--- src/rtl/rover_pkg.sv ---
// Shared constants for the rover drive sequencer: motor command words,
// FSM state encoding and inductive sensor bit positions.
package rover_pkg;

  localparam logic [3:0] STOP  = 4'b0000;
  localparam logic [3:0] FWD   = 4'b0110;
  localparam logic [3:0] REV   = 4'b1001;
  localparam logic [3:0] LEFT  = 4'b1010;
  localparam logic [3:0] RIGHT = 4'b0101;

  // The low three bits form the debug code; HALT aliases IDLE there and is
  // told apart by the fault flag.
  typedef enum logic [3:0] {
    IDLE        = 4'd0,
    FOLLOW      = 4'd1,
    AVOID_STOP  = 4'd2,
    AVOID_REV   = 4'd3,
    AVOID_PIVOT = 4'd4,
    AVOID_ARC   = 4'd5,
    REACQUIRE   = 4'd6,
    SEARCH      = 4'd7,
    HALT        = 4'd8
  } state_e;

  typedef enum logic {
    TURN_LEFT  = 1'b0,
    TURN_RIGHT = 1'b1
  } turn_e;

  localparam int IND_W      = 3;
  localparam int IND_LEFT   = 2;
  localparam int IND_CENTRE = 1;
  localparam int IND_RIGHT  = 0;

  function automatic int max2(input int a, input int b);
    return (a > b) ? a : b;
  endfunction

  function automatic logic [3:0] turn_cmd(input turn_e t);
    return (t == TURN_RIGHT) ? RIGHT : LEFT;
  endfunction

endpackage

--- src/rtl/sensor_debounce.sv ---
// Two-flop synchroniser followed by a per-bit stability counter; a filtered
// bit flips only after DEBOUNCE_CYCLES consecutive differing samples.
module sensor_debounce #(
  parameter int WIDTH           = 1,
  parameter int DEBOUNCE_CYCLES = 4
) (
  input  logic             clk,
  input  logic             reset,
  input  logic [WIDTH-1:0] raw,
  output logic [WIDTH-1:0] filt
);

  localparam int CW = $clog2(DEBOUNCE_CYCLES) + 1;

  logic [1:0][WIDTH-1:0] sync;

  always_ff @(posedge clk) begin
    if (reset) sync <= '0;
    else       sync <= {sync[0], raw};
  end

  for (genvar i = 0; i < WIDTH; i++) begin : g_bit
    logic [CW-1:0] cnt;
    logic          f;

    // Any sample matching the current filtered value restarts the run.
    always_ff @(posedge clk) begin
      if (reset) begin
        cnt <= '0;
        f   <= 1'b0;
      end else if (sync[1][i] == f) begin
        cnt <= '0;
      end else if (cnt == CW'(DEBOUNCE_CYCLES - 1)) begin
        cnt <= '0;
        f   <= sync[1][i];
      end else begin
        cnt <= cnt + 1'b1;
      end
    end

    assign filt[i] = f;
  end

endmodule

--- src/rtl/rover_drive_sequencer.sv ---
// Arbitrated, registered motor command source: line following, timed
// obstacle manoeuvre with retry limit, and line-loss search with timeout.
module rover_drive_sequencer
  import rover_pkg::*;
#(
  parameter int DEBOUNCE_CYCLES = 4,
  parameter int STOP_CYCLES     = 8,
  parameter int REV_CYCLES      = 16,
  parameter int PIVOT_CYCLES    = 12,
  parameter int ARC_CYCLES      = 32,
  parameter int SEARCH_TIMEOUT  = 64,
  parameter int MAX_RETRY       = 2
) (
  input  logic       clk,
  input  logic       reset,
  input  logic       enable,
  input  logic [2:0] induct,
  input  logic       proxim,
  output logic [3:0] motor_cmd,
  output logic       busy,
  output logic       fault,
  output logic [2:0] state_o
);

  localparam int MAX_DWELL = max2(max2(max2(STOP_CYCLES, REV_CYCLES),
                                       max2(PIVOT_CYCLES, ARC_CYCLES)),
                                  SEARCH_TIMEOUT);
  localparam int CNT_W = $clog2(MAX_DWELL) + 1;
  localparam int RW    = $clog2(MAX_RETRY + 1) + 1;

  logic [IND_W-1:0] ind_f;
  logic             prox_f;

  sensor_debounce #(.WIDTH(IND_W), .DEBOUNCE_CYCLES(DEBOUNCE_CYCLES)) u_induct_db (
    .clk  (clk),
    .reset(reset),
    .raw  (induct),
    .filt (ind_f)
  );

  sensor_debounce #(.WIDTH(1), .DEBOUNCE_CYCLES(DEBOUNCE_CYCLES)) u_proxim_db (
    .clk  (clk),
    .reset(reset),
    .raw  (proxim),
    .filt (prox_f)
  );

  state_e           state, state_n;
  logic [3:0]       cmd_n;
  turn_e            last_turn, last_turn_n;
  logic [RW-1:0]    retry, retry_n;
  logic [CNT_W-1:0] cnt, cnt_n;
  logic             line;

  // Loaded so that the state is left on the edge where the count reads 0,
  // giving exactly N cycles of residence.
  function automatic logic [CNT_W-1:0] entry_count(input state_e s);
    case (s)
      AVOID_STOP:        return CNT_W'(STOP_CYCLES - 1);
      AVOID_REV:         return CNT_W'(REV_CYCLES - 1);
      AVOID_PIVOT:       return CNT_W'(PIVOT_CYCLES - 1);
      AVOID_ARC:         return CNT_W'(ARC_CYCLES - 1);
      REACQUIRE, SEARCH: return CNT_W'(SEARCH_TIMEOUT - 1);
      default:           return '0;
    endcase
  endfunction

  assign line = |ind_f;

  always_comb begin
    state_n     = state;
    cmd_n       = motor_cmd;
    last_turn_n = last_turn;
    retry_n     = retry;
    cnt_n       = (cnt != '0) ? cnt - 1'b1 : cnt;

    case (state)
      IDLE:        if (enable) state_n = FOLLOW;
      FOLLOW: begin
        if (prox_f) begin
          state_n = AVOID_STOP;
          retry_n = '0;
        end else if (!line) begin
          state_n = SEARCH;
        end
      end
      AVOID_STOP:  if (cnt == '0) state_n = AVOID_REV;
      AVOID_REV:   if (cnt == '0) state_n = AVOID_PIVOT;
      AVOID_PIVOT: if (cnt == '0) state_n = AVOID_ARC;
      AVOID_ARC, REACQUIRE: begin
        if (prox_f) begin
          if (retry == RW'(MAX_RETRY)) begin
            state_n = HALT;
          end else begin
            state_n = AVOID_STOP;
            retry_n = retry + 1'b1;
          end
        end else if (state == REACQUIRE && line) begin
          state_n = FOLLOW;
        end else if (cnt == '0) begin
          state_n = (state == AVOID_ARC) ? REACQUIRE : HALT;
        end
      end
      SEARCH: begin
        if (prox_f) begin
          state_n = AVOID_STOP;
          retry_n = '0;
        end else if (line) begin
          state_n = FOLLOW;
        end else if (cnt == '0) begin
          state_n = HALT;
        end
      end
      HALT:        state_n = HALT;
      default:     state_n = IDLE;
    endcase

    if (!enable) begin
      state_n = IDLE;
      retry_n = '0;
    end

    if (state_n != state) cnt_n = entry_count(state_n);

    // Command is chosen for the state being entered so it lines up with it.
    case (state_n)
      FOLLOW: begin
        case (ind_f)
          3'b010, 3'b111: cmd_n = FWD;
          3'b100, 3'b110: begin cmd_n = LEFT;  last_turn_n = TURN_LEFT;  end
          3'b001, 3'b011: begin cmd_n = RIGHT; last_turn_n = TURN_RIGHT; end
          default:        cmd_n = motor_cmd;
        endcase
      end
      AVOID_REV:   cmd_n = REV;
      AVOID_PIVOT: cmd_n = RIGHT;
      AVOID_ARC:   cmd_n = LEFT;
      REACQUIRE:   cmd_n = FWD;
      SEARCH:      cmd_n = turn_cmd(last_turn);
      default:     cmd_n = STOP;
    endcase
  end

  always_ff @(posedge clk) begin
    if (reset) begin
      state     <= IDLE;
      motor_cmd <= STOP;
      last_turn <= TURN_LEFT;
      retry     <= '0;
      cnt       <= '0;
    end else begin
      state     <= state_n;
      motor_cmd <= cmd_n;
      last_turn <= last_turn_n;
      retry     <= retry_n;
      cnt       <= cnt_n;
    end
  end

  assign busy    = (state == AVOID_STOP) || (state == AVOID_REV) ||
                   (state == AVOID_PIVOT) || (state == AVOID_ARC) ||
                   (state == REACQUIRE);
  assign fault   = (state == HALT);
  assign state_o = state[2:0];

endmodule

--- config.mk ---
export PLATFORM = sky130hd
export DESIGN_NAME = rover_drive_sequencer
export DESIGN_NICKNAME = d
export VERILOG_FILES = /design/src/rtl/rover_pkg.sv /design/src/rtl/sensor_debounce.sv /design/src/rtl/rover_drive_sequencer.sv
export SDC_FILE = /design/constraint.sdc
export NUM_CORES = 1
export LEC_CHECK = 0
export ABC_AREA = 1
export BUFFER_PORTS_ARGS = -buffer_cell sky130_fd_sc_hd__buf_4
export CAP_MARGIN = 20
export CORE_UTILIZATION = 25
export DETAILED_ROUTE_END_ITERATION = 7
export PLACE_DENSITY = 0.48
export SYNTH_ARGS = -nofsm -noshare
export SYNTH_HDL_FRONTEND = slang
export SYNTH_SLANG_ARGS = --single-unit
--- constraint.sdc ---
create_clock -name clk -period 5.35 [get_ports clk]
set_input_delay 0.535 -clock clk [delete_from_list [all_inputs] [get_ports clk]]
set_output_delay 0.535 -clock clk [all_outputs]
set_load 0.02 [all_outputs]
==> impl_metrics.prom <==
# TYPE chip_impl_metric gauge
chip_impl_metric{name="ys_seq_elements",unit=""} 43
chip_impl_metric{name="tightestPinTransition",unit="ns"} 0.438
chip_impl_metric{name="hold_viol_final",unit=""} 0
chip_impl_info{name="timing_worst_setup_path_type",value="register to register"} 1
chip_impl_metric{name="detailed_place.area",unit="mm^2"} 0.00264
chip_impl_metric{name="core-area",unit="mm^2"} 0.00933
chip_impl_metric{name="drc",unit=""} 0
chip_impl_metric{name="insertion_delay",unit="ns"} 0.29
chip_impl_metric{name="grtUsageMet1",unit="%"} 14.3
chip_impl_info{name="worstHoldPathType",value="register to register"} 1
chip_impl_metric{name="setup_total_negative_slack",unit="ns"} 0
chip_impl_metric{name="pin_count_of_the_biggest_net_entering_global_routing",unit=""} 22
chip_impl_info{name="crit_path_end_kind",value="register"} 1
chip_impl_metric{name="areaGrowthSynthToFinish",unit="%"} 12.1
chip_impl_info{name="grt_busiest_layer",value="met2"} 1
chip_impl_metric{name="groute.layer.met3.usage",unit="%"} 1.94
chip_impl_info{name="outcome",value="complete, no violations"} 1
chip_impl_metric{name="synth_area_per_cell",unit="um^2"} 6.92
chip_impl_metric{name="final_core_util",unit="%"} 29.3
chip_impl_metric{name="slew_headroom",unit="%"} 70.8
chip_impl_metric{name="gr_met2_demand_resource",unit="%"} 18.1
chip_impl_metric{name="total_inserted_antenna_cells",unit=""} 0
chip_impl_metric{name="drive_gt1_share",unit="%"} 15.4
chip_impl_metric{name="chipHeight",unit="um"} 101
chip_impl_metric{name="postSynthNetCount",unit=""} 370
chip_impl_metric{name="effective_utilization_at_floorplan",unit="%"} 26.1
chip_impl_info{name="synth_top_flop_cell",value="sky130_fd_sc_hd__dfxtp_1"} 1
chip_impl_metric{name="grt_overflow",unit=""} 0
chip_impl_metric{name="total_leakage_power",unit="nW"} 1.29
chip_impl_metric{name="maxClockFrequency",unit="MHz"} 392
chip_impl_metric{name="totalPowerFinal",unit="mW"} 0.975
chip_impl_info{name="worstSetupStartpointType",value="register"} 1
chip_impl_metric{name="power-per-cell-area",unit="mW/mm^2"} 357
chip_impl_metric{name="cts_setup_buffers",unit=""} 0
chip_impl_metric{name="multi_input_comb_area",unit="mm^2"} 0.00130
chip_impl_metric{name="nets",unit=""} 381
chip_impl_metric{name="synthesis.area",unit="mm^2"} 0.00244
chip_impl_metric{name="buffer_ports.inserted",unit=""} 15
chip_impl_metric{name="grt_first_pass_wirelength",unit="mm"} 8.94
chip_impl_metric{name="worst-endpoint-arrival",unit="ns"} 2.78
chip_impl_metric{name="first_global_vias",unit=""} 1996
chip_impl_metric{name="core.rowCount",unit=""} 35
chip_impl_metric{name="numCtsBuffers",unit=""} 5
chip_impl_metric{name="die_w",unit="um"} 101
chip_impl_metric{name="ys_seq_area_share",unit="%"} 35.3
chip_impl_metric{name="finalWeightedCongestion",unit=""} 0.839
chip_impl_metric{name="synthArstFlopShare",unit="%"} 0
chip_impl_metric{name="cts_htree_levels",unit=""} 2
chip_impl_metric{name="cts_sink_count",unit=""} 43
chip_impl_metric{name="clk_pin_slew",unit="ns"} 0.08
chip_impl_metric{name="avgViaCountPerCell",unit=""} 4.27
chip_impl_metric{name="post_route_skew",unit="ns"} 0.00520
chip_impl_metric{name="drt-total-wl",unit="mm"} 5.08
chip_impl_metric{name="timing.critical_path.required",unit="ns"} 5.58
chip_impl_metric{name="place_hpwl",unit="mm"} 3.83
chip_impl_metric{name="yosys_warnings",unit=""} 0
chip_impl_metric{name="total_global_route_track_usage",unit="%"} 11.2
chip_impl_info{name="clockRootBuffer",value="sky130_fd_sc_hd__clkbuf_8"} 1
chip_impl_metric{name="detail_route.wl_per_cell",unit="um"} 10.3
chip_impl_info{name="unrepaired_setup_endpoints_after_global_routing",value="false"} 1
chip_impl_metric{name="max-vdd-ir-drop",unit="mV"} 0.146
chip_impl_metric{name="register_area",unit="um^2"} 861
chip_impl_metric{name="finalSetupViolCount",unit=""} 0
chip_impl_metric{name="cts.path.max_buffers",unit=""} 2
chip_impl_metric{name="design.die.area",unit="mm^2"} 0.0101
chip_impl_metric{name="antenna_found_initial",unit=""} 0
chip_impl_metric{name="maxSlewViolCount",unit=""} 0
chip_impl_metric{name="cts_repair_resize_count",unit=""} 0
chip_impl_metric{name="syn-instance-count",unit=""} 352
chip_impl_info{name="cts_tree",value="done"} 1
chip_impl_metric{name="synth.lib_cells_used.distinct",unit=""} 31
chip_impl_metric{name="cap_viol_max_count",unit=""} 0
chip_impl_metric{name="holdBufCountCts",unit=""} 0
chip_impl_metric{name="remaining_antenna_violation_count",unit=""} 0
chip_impl_metric{name="filler_cell_count",unit=""} 1043
chip_impl_metric{name="detailroute.via_count",unit=""} 2103
chip_impl_metric{name="timing.critical_path.fanout_max",unit=""} 11
chip_impl_metric{name="synth-edff-count",unit=""} 0
chip_impl_metric{name="drc_marker_count_from_the_first_detailed_route_iteration",unit=""} 99
chip_impl_metric{name="final.min_clock_period",unit="ns"} 2.55
chip_impl_metric{name="layout.cell_area.non_filler",unit="mm^2"} 0.00273
chip_impl_metric{name="floorplan.io_pins",unit=""} 16
chip_impl_metric{name="dr.pass1.iters",unit=""} 4
chip_impl_metric{name="fin_crit_sh",unit="%"} 47.7
[path summary, 6_finish.rpt]
check                                          from                  end  slack (ns)  cells after the start
worst min register to register  u_induct_db.sync[0]  u_induct_db.sync[3]        0.40                      2
worst min-delay path            u_induct_db.sync[0]  u_induct_db.sync[3]        0.40                      2
worst max-delay path                         cnt[0]               cnt[2]        2.80                     18
worst max register to register               cnt[0]               cnt[2]        2.80                     18
[per-layer routing]
| metal | up-vias | routed length [um] | part of all wire, % |
|---|---|---|---|
| met2 | 47 | 2310 | 45 |
| met3 | 9 | 217 | 4.3 |
| met4 | 0 | 112 | 2.2 |
| met1 | 929 | 2440 | 48 |
| met5 | - | 0 | 0 |
| li1 | 1118 | - | - |
[critical path: stages (launching register included)]
cell                      delay [ns]
sky130_fd_sc_hd__dfxtp_1        0.30
sky130_fd_sc_hd__inv_1          0.09
sky130_fd_sc_hd__ha_1           0.23
sky130_fd_sc_hd__inv_2          0.05
sky130_fd_sc_hd__nor2_2         0.07
sky130_fd_sc_hd__nand3_1        0.32
sky130_fd_sc_hd__inv_1          0.27
sky130_fd_sc_hd__nand2_1        0.10
sky130_fd_sc_hd__nand2_1        0.08
sky130_fd_sc_hd__nand2_1        0.05
sky130_fd_sc_hd__nand2_1        0.07
sky130_fd_sc_hd__nand2_2        0.10
sky130_fd_sc_hd__nand2_4        0.12
sky130_fd_sc_hd__nand2_2        0.11
sky130_fd_sc_hd__nor2_2         0.20
sky130_fd_sc_hd__nor2_1         0.06
sky130_fd_sc_hd__nand2_1        0.07
sky130_fd_sc_hd__nand2_1        0.06
sky130_fd_sc_hd__a21oi_1        0.12
[kinds of logic (layout without fill, tap and decap cells)]
logic type / count (synthesis) / count (layout) / share of synthesized area [%]
flops: 43 / 43 / 35.3
fa+ha+maj: 11 / 11 / 5.65
simple gates: 194 / 194 / 38.4
compound gates: 32 / 32 / 7.24
xor+xnor: 6 / 6 / 2.16
buf+inv: 66 / 77 / 11.2
[cells in the final DEF, fill, tap and decap left out, types with 2 or more instances in the layout]
master                     Yosys  layout
sky130_fd_sc_hd__a211oi_1      2       2
sky130_fd_sc_hd__inv_1        49      49
sky130_fd_sc_hd__nor2_4        2       2
sky130_fd_sc_hd__ha_1         11      11
sky130_fd_sc_hd__o21ai_0       6       6
sky130_fd_sc_hd__nor2_1       58      58
sky130_fd_sc_hd__o211ai_1      4       4
sky130_fd_sc_hd__inv_2         6       6
sky130_fd_sc_hd__xor2_1        4       4
sky130_fd_sc_hd__buf_4         4      15
sky130_fd_sc_hd__nor2_8        2       2
sky130_fd_sc_hd__dfxtp_1      43      43
sky130_fd_sc_hd__nand2_1      69      69
sky130_fd_sc_hd__nand2_4       2       2
sky130_fd_sc_hd__nand3_2       3       3
sky130_fd_sc_hd__xnor2_1       2       2
sky130_fd_sc_hd__nand4_1       7       7
sky130_fd_sc_hd__nand3_1      26      26
sky130_fd_sc_hd__nor3_1        5       5
sky130_fd_sc_hd__nor2_2        6       6
sky130_fd_sc_hd__a21oi_1      18      18
sky130_fd_sc_hd__clkbuf_8      0       6
sky130_fd_sc_hd__nand2_2      10      10
[area by class of cell]
class | instances | share of cell area [%]
clock inverter | 1 | 0.183
inverter | 55 | 7.56
sequential | 43 | 31.5
clock buffer | 6 | 3.02
timing repair buffer | 15 | 4.12
tap | 129 | 5.91
multi-input combinational | 243 | 47.7
[cell usage after synthesis (4+ instances only)]
master	count	area, um^2
sky130_fd_sc_hd__nand3_1	26	130
sky130_fd_sc_hd__o21ai_0	6	30.0
sky130_fd_sc_hd__nor2_2	6	37.5
sky130_fd_sc_hd__ha_1	11	138
sky130_fd_sc_hd__xor2_1	4	35.0
sky130_fd_sc_hd__nor3_1	5	25.0
sky130_fd_sc_hd__inv_2	6	22.5
sky130_fd_sc_hd__nand4_1	7	43.8
sky130_fd_sc_hd__a21oi_1	18	90.1
sky130_fd_sc_hd__buf_4	4	30.0
sky130_fd_sc_hd__dfxtp_1	43	861
sky130_fd_sc_hd__inv_1	49	184
sky130_fd_sc_hd__nand2_2	10	62.6
sky130_fd_sc_hd__o211ai_1	4	30.0
sky130_fd_sc_hd__nand2_1	69	259
sky130_fd_sc_hd__nor2_1	58	218
[report_power, final]
part	switching, mW	internal (mW)
sequential	0.0234	0.350
combinational	0.255	0.144
clock	0.103	0.101
[state kept, by name, summed over array words and instances, names as in the netlist, 2 cells and up]
register,count
retry,3
u_proxim_db.sync,2
state,4
cnt,7
u_proxim_db.g_bit.cnt,3
u_induct_db.g_bit.cnt,9
u_induct_db.g_bit.f,3
u_induct_db.sync,6
motor_cmd,4
[stage by stage]
step | worst slack, ns | instances | hold slack (ns)
final | 2.80 | 492 | 0.403
after global routing | 2.47 | 492 | 0.421
after CTS | 2.79 | 492 | 0.403
after detailed placement | 2.81 | 485 | 0.392
after global placement | 2.85 | 485 | 0.389
after floorplan | 3.26 | 352 | 0.388
No activity file was read; power rests on OpenSTA's default activity.
